===== src/rtl/iobuf_dir_ctrl.sv =====
// Direction controller for a single tri-state pad: serialises write words onto the pad,
// samples read words from it, and enforces a release (turnaround) window after every drive.
module iobuf_dir_ctrl #(
  parameter int WIDTH     = 8,
  parameter int TA_CYCLES = 2
) (
  input  logic             CLK,
  input  logic             RST_N,
  input  logic             EN,
  input  logic             WR_VALID,
  input  logic [WIDTH-1:0] WR_DATA,
  output logic             WR_READY,
  input  logic             RD_VALID,
  output logic             RD_READY,
  output logic [WIDTH-1:0] RD_DATA,
  output logic             RD_DONE,
  output logic             PAD_I,
  output logic             PAD_T,
  input  logic             PAD_O,
  output logic             BUSY
);

  // state  | meaning
  // IDLE   | pad released, waiting for a grant
  // DRIVE  | shifting the write word onto the pad, LSB first
  // TURN   | pad released for TA_CYCLES before anything else may happen
  // SAMPLE | pad released, capturing PAD_O into the read word, LSB first
  typedef enum logic [1:0] {IDLE, DRIVE, TURN, SAMPLE} state_t;

  state_t           state_q, state_d;
  logic [4:0]       cnt_q, cnt_d;
  logic [WIDTH-1:0] sh_q, sh_d;
  logic [WIDTH-1:0] rd_data_q, rd_data_d;
  logic             pad_i_q, pad_i_d;
  logic             pad_t_q, pad_t_d;
  logic             rd_done_q, rd_done_d;
  logic             busy_q, busy_d;
  logic             last_wr_q, last_wr_d;
  logic             grant_wr, grant_rd;
  logic [WIDTH:0]   smp;

  // Round-robin: on a tie the requester that did not win last time is granted.
  always_comb begin
    grant_wr = (state_q == IDLE) && EN && WR_VALID && (!RD_VALID || !last_wr_q);
    grant_rd = (state_q == IDLE) && EN && RD_VALID && (!WR_VALID || last_wr_q);
  end

  assign WR_READY = grant_wr;
  assign RD_READY = grant_rd;

  always_comb begin
    state_d   = state_q;
    cnt_d     = cnt_q;
    sh_d      = sh_q;
    rd_data_d = rd_data_q;
    last_wr_d = last_wr_q;
    pad_i_d   = 1'b0;
    rd_done_d = 1'b0;
    smp       = {PAD_O, sh_q};

    case (state_q)
      IDLE: begin
        if (grant_wr) begin
          state_d   = DRIVE;
          cnt_d     = 5'(WIDTH - 1);
          sh_d      = WR_DATA >> 1;
          pad_i_d   = WR_DATA[0];
          last_wr_d = 1'b1;
        end else if (grant_rd) begin
          state_d   = SAMPLE;
          cnt_d     = 5'(WIDTH - 1);
          sh_d      = '0;
          last_wr_d = 1'b0;
        end
      end
      DRIVE: begin
        if (cnt_q == 5'd0) begin
          state_d = (TA_CYCLES > 0) ? TURN : IDLE;
          cnt_d   = 5'(TA_CYCLES - 1);
        end else begin
          cnt_d   = cnt_q - 5'd1;
          pad_i_d = sh_q[0];
          sh_d    = sh_q >> 1;
        end
      end
      TURN: begin
        if (cnt_q == 5'd0) state_d = IDLE;
        else               cnt_d   = cnt_q - 5'd1;
      end
      SAMPLE: begin
        // New bit enters at the top so the first sample ends up in bit 0.
        sh_d = smp[WIDTH:1];
        if (cnt_q == 5'd0) begin
          state_d   = IDLE;
          rd_data_d = smp[WIDTH:1];
          rd_done_d = 1'b1;
        end else begin
          cnt_d = cnt_q - 5'd1;
        end
      end
      default: state_d = IDLE;
    endcase

    pad_t_d = (state_d != DRIVE);
    busy_d  = (state_d != IDLE);
  end

  always_ff @(posedge CLK or negedge RST_N) begin
    if (!RST_N) begin
      state_q   <= IDLE;
      cnt_q     <= '0;
      sh_q      <= '0;
      rd_data_q <= '0;
      pad_i_q   <= 1'b0;
      pad_t_q   <= 1'b1;
      rd_done_q <= 1'b0;
      busy_q    <= 1'b0;
      last_wr_q <= 1'b0;
    end else begin
      state_q   <= state_d;
      cnt_q     <= cnt_d;
      sh_q      <= sh_d;
      rd_data_q <= rd_data_d;
      pad_i_q   <= pad_i_d;
      pad_t_q   <= pad_t_d;
      rd_done_q <= rd_done_d;
      busy_q    <= busy_d;
      last_wr_q <= last_wr_d;
    end
  end

  assign RD_DATA = rd_data_q;
  assign RD_DONE = rd_done_q;
  assign PAD_I   = pad_i_q;
  assign PAD_T   = pad_t_q;
  assign BUSY    = busy_q;

endmodule


===== config.mk =====
export PLATFORM = sky130hd
export DESIGN_NAME = iobuf_dir_ctrl
export DESIGN_NICKNAME = d
export VERILOG_FILES = /design/src/rtl/iobuf_dir_ctrl.sv
export SDC_FILE = /design/constraint.sdc
export NUM_CORES = 1
export LEC_CHECK = 0
export BUFFER_PORTS_ARGS = -buffer_cell sky130_fd_sc_hd__buf_4
export CAP_MARGIN = 5
export CORE_MARGIN = 3
export CORE_UTILIZATION = 50
export CTS_BUF_LIST = sky130_fd_sc_hd__clkbuf_8
export DETAILED_ROUTE_END_ITERATION = 8
export MAX_ROUTING_LAYER = met4
export PLACE_DENSITY = 0.71
export RECOVER_POWER = 50
export SLEW_MARGIN = 20
export SYNTH_ARGS = -nofsm -noshare
export SYNTH_HDL_FRONTEND = slang
export SYNTH_SLANG_ARGS = --single-unit

===== constraint.sdc =====
create_clock -name CLK -period 3.9 [get_ports CLK]
set_input_delay 0 -clock CLK [delete_from_list [all_inputs] [get_ports CLK]]
set_output_delay 0 -clock CLK [all_outputs]
set_load 0.05 [all_outputs]

== After elaboration in Yosys (flattened, before gate mapping) ==
Cells that the tools add are included.

* Add/sub/neg operators: 1
* Multiply operators: 0
* Div/mod/pow operators: 0
* $lt $le $gt $ge: 0
* Eq/ne operators: 7
* Shift-type cells: 0
* Multiplexer cells: 21
* Bitwise gates (word level): 0
* Reductions and logical operators: 20

{| class="wikitable"
|+ Operator list
! cell !! count
|-
| 8-bit 2-to-1 mux || 3
|-
| 8-bit case mux with 3 select lines || 1
|-
| 5-bit 2-to-1 mux || 4
|-
| 5-bit case mux with 3 select lines || 1
|-
| 2-bit 2-to-1 mux || 4
|-
| 1-bit 2-to-1 mux || 6
|-
| 2-bit case mux with 3 select lines || 1
|-
| 2-bit AND reduction || 3
|-
| 1-bit logical AND || 5
|-
| 5-bit zero test || 1
|-
| 5-bit by 1-bit subtractor with 5-bit output (second input constant) || 1
|-
| 2-bit == test (second input constant) || 2
|-
| 2-bit != test (second input constant) || 2
|-
| 2-bit nonzero test || 2
|-
| 1-bit zero test || 3
|-
| 3-bit != test (second input constant) || 1
|-
| 3-bit AND reduction || 1
|-
| 3-bit nonzero test || 1
|-
| 2-bit by 1-bit == test with 1-bit output (second input constant) || 1
|-
| 2-bit zero test || 1
|-
| 1-bit logical OR || 2
|-
| 2-bit by 1-bit != test with 1-bit output (second input constant) || 1
|-
| 1-bit case mux with 2 select lines || 1
|-
| 2-bit OR reduction || 1
|}

* Register bits: 28
* Latch bits: 0
* Memory bits (writable): 0
* Bits in read-only memories: 0
* Bits of input ports: 14
* Output and inout bits: 14
* Word-level logic and storage cells: 58
* Memories kept: 0

== Logic depth before layout (Yosys ltp) ==
* Depth after elaboration: 8
* Mapped depth: 7
* Mapped depth without buffers: 6

== Least setup slack after synthesis ==
No wires, ideal clock.

* Path kind: reg2out
* Start: reg state_q[0]
* End: out RD_READY
* Arrival: 1.970 ns
* Required time: 3.900 ns
* Setup slack: 1.930 ns
* Cell stages (with the launch flop): 6
* Path buffers: 1
* Cell sequence: dfrtp_1 > inv_1 > ha_1 > clkbuf_1 > nand3_1 > a21oi_1

* Longest elaborated chain between the ends: 4

{| class="wikitable"
|+ Ends and longest elaborated chain
! item !! RTL line !! text
|-
| start, declared || 30 || <nowiki>state_t state_q, state_d;</nowiki>
|-
| start signal, assigned || 120 || <nowiki>state_q <= state_d;</nowiki>
|-
| 2-bit zero test || 45 || <nowiki>grant_rd = (state_q == IDLE) && EN && RD_VALID && (!WR_VALID || last_wr_q);</nowiki>
|-
| 1-bit logical AND (3 in a row) || 45 ||
|-
| end, declared || 14 || <nowiki>output logic RD_READY,</nowiki>
|}

Every way passes these cells.

== Worst setup path in the final report ==
* Start: reg state_q[0]
* End: out WR_READY

* Longest elaborated chain between the ends: 4

{| class="wikitable"
|+ Ends and longest elaborated chain
! item !! RTL line !! text
|-
| 2-bit zero test || 44 || <nowiki>grant_wr = (state_q == IDLE) && EN && WR_VALID && (!RD_VALID || !last_wr_q);</nowiki>
|-
| 1-bit logical AND (3 in a row) || 44 ||
|-
| end, declared || 12 || <nowiki>output logic WR_READY,</nowiki>
|}

Every way passes these cells.

==> results.txt <==
Max rail drop VDD -> 0.7223 mV
Critical path's slowest cell -> ha_1
Antenna violations before repair -> 0
Layout cells sized above 1 -> 0.2438
Drt drc -> 0
Overflow after GRT -> 0
Std cell rows -> 18
Mapped Cells -> 129
CTS tree -> done
Syn nets -> 148
Most common cell in the netlist -> dfrtp_1
Total die area -> 3432 sq um
DRT Pass-1 Iters -> 4
Top cell type by total area after synthesis -> dfrtp_1
Asr flop ratio synth -> 1.000
Worst-path clk slew -> 0.10 ns
Arrival @ worst endpoint -> 2.18 ns
Synth unique cells -> 35
Vias in the first global route -> 1,111
Gpl congestion -> 0.7695
Clock sinks -> 28
Hold Path Class -> primary input to flip-flop
Clock Path Buffers -> 2
Die Y -> 58.59 um
Worst rel slew slack -> 0.01899
Cell Chain, Critical Path -> inv_1 > ha_1 > nand3_1 > a21oi_2 > buf_4
Critical Path RT -> 3.90 ns
Post-synth top area share -> 0.4887
Largest net degree at the start of global routing -> 29
Fin. max-slew vios -> 0
First-pass GRT wire length -> 5030 um
Most instantiated cells after synthesis -> dfrtp_1, a21oi_1, nor2_1, o21ai_0, inv_1
Slowest stage delay, CP -> 0.50 ns
Post-detail-place hpwl -> 2078 um
Root Driver -> clkbuf_8
Top Ports -> 28
Ys flop type -> dfrtp_1
Crit path time final -> 2.180 ns
Final-stage net count -> 180
Post-Syn Area -> 1383 sq um
Synth area leaders -> dfrtp_1, mux2_2, ha_1, a21oi_1, o21ai_0
Actual slew at the worst max-slew pin -> 1.472 ns
LEAKAGE -> 0.7726 nW
Ant. Diodes -> 0
Final worst-path cycle share -> 0.5591
Maxcap violations -> 0
Mean number of vias per cell -> 5.895
Setup TNS -> 0 ns
EDFF count, synth -> 0
Routed WL -> 2902 um
Fill cells -> 204
Num CTS Buffers -> 3
Status -> finished, final reports clean
Pwr Density -> 947.0 nW/um^2
Post-CTS setup buffer count -> 0
Setup crit start kind -> flip-flop
Detailed Route Iter0 Violations -> 23
WS Path Type -> flip-flop to output pin
Antenna Nets Post-Route -> 0
Placed instance area -> 1599 sq um
GRT Total Usage -> 0.1945
Die X -> 58.59 um
Worst skew pair latency -> 0.28 ns
PortBufs -> 27
Post-CTS Resized -> 0
Maximum fanout along the worst path -> 14
Wire per inst -> 15.27 um
Synth Register Bits -> 28
H-tree depth -> 1
Clock Skews -> 0.002336 ns
Seq/Total Area, Yosys -> 0.5077
Core ar. -> 2545 sq um
Unrepaired setup endpoints after global routing -> false
Post-synthesis average cell area -> 10.72 sq um
Starting Density -> 0.5433
Fin. Hold Viols -> 0
Crit. End Element -> output pin
Post-route cell area -> 1690 sq um
FMAX -> 458.6 MHz
# setup viols final -> 0
Area delta synth->final -> 22.26%
Via count -> 1,120
Synth Warn # -> 0
[layout by cell type (no fill, tap or decap), types with 2 or more instances in the layout]
cell type      netlist  routed
ha_1                 5       5
a31oi_1              4       4
o21ai_0             10      10
o31ai_1              2       2
clkbuf_1             3       8
nand2b_1             2       2
nand3_1              6       6
nor2_1              11      11
a21oi_1             11      11
nor3_1               2       2
nand2_1              5       5
a32oi_1              4       4
inv_1                8       8
dlygate4sd3_1        0       5
mux2_2               7       7
clkbuf_8             0       3
o22a_1               3       3
buf_4                1      19
dfrtp_1             27      27
[kinds of logic (layout without fill, tap and decap cells)]
group,Yosys count,in the layout,share of synthesized area
flip-flops,28,28,0.5077
AND/OR/NAND/NOR,33,33,0.1294
multiplexers,7,7,0.05702
buffers and inverters,13,44,0.03891
adder cells (fa/ha/maj),5,5,0.04525
AO/OA/AOI/OAI,43,43,0.2217
[path summary, 6_finish.rpt]
kind / slack [ns] / cells after the start / from / endpoint
min reg2reg: 0.49 / 2 / RD_DATA[6] / RD_DATA[6]
min in group asynchronous: 0.60 / 2 / RST_N / cnt_q[0]
max in group asynchronous: 2.45 / 2 / RST_N / last_wr_q
min: 0.00009 / 3 / WR_DATA[7] / sh_q[6]
max: 1.72 / 5 / state_q[0] / WR_READY
max reg2reg: 1.87 / 6 / state_q[0] / sh_q[3]
[registers in the layout, indices dropped and copies added (netlist names)]
name and cells:
sh_q 8, PAD_I 1, BUSY 1, last_wr_q 1, PAD_T 1, state_q 2, cnt_q 5, RD_DATA 8
RD_DONE 1
[power breakdown]
part | internal, mW | switching [mW] | total (mW) | leakage, nW
logic | 0.296 | 0.548 | 0.843 | 0.384
registers | 0.427 | 0.0998 | 0.527 | 0.353
clock network | 0.138 | 0.0928 | 0.230 | 0.0357
total | 0.861 | 0.740 | 1.60 | 0.773
[through the flow]
| step | util | hold slack (ns) | power, mW | instances | setup slack (ns) |
|---|---|---|---|---|---|
| 4_1_cts | 0.6760 | 0.00003866 | 1.635 | 190 | 1.711 |
| 2_1_floorplan | - | -0.2956 | 1.186 | 129 | 1.930 |
| 6_report | 0.6642 | 0.00009276 | 1.601 | 190 | 1.720 |
| 3_5_place_dp | 0.6283 | -0.05743 | 1.397 | 181 | 1.862 |
| 3_3_place_gp | 0.6283 | -0.06204 | 1.365 | 181 | 2.007 |
| 5_1_grt | 0.6642 | 0.02784 | 1.725 | 190 | 1.493 |
[layer usage]
metal  track usage  vias up  wire length [um]
met2        0.3190       23              1449
met3       0.02632        7                99
li1              -      535                 -
met4       0.07767        0                59
met5             -        -                 0
met1        0.2436      555              1294
[repair_timing]
action,CTS,global route
hold endpoints to repair,33,0
hold buffers,5,0
endpoints found under the setup margin,0,0
[layout make-up]
type                       instances  area, sq um  share of cell area
multi-input combinational         88        626.9              0.3708
inverter                           8        30.03             0.01776
clock buffer                       3        41.29             0.02443
timing repair buffer              32        222.7              0.1318
sequential                        28        701.9              0.4152
tap                               30        37.54             0.02221
clock inverter                     1        30.03             0.01776
[worst max-delay path, delay by kind of cell (launching register included)]
family	cells	cell delay, ns
buffers and inverters	2	0.42
AOI/OAI and AO/OA	1	0.37
and+or+nand+nor	1	0.19
DFF	1	0.43
adders and majority gates	1	0.50
Note: power is estimated with default switching activity, not from simulation.
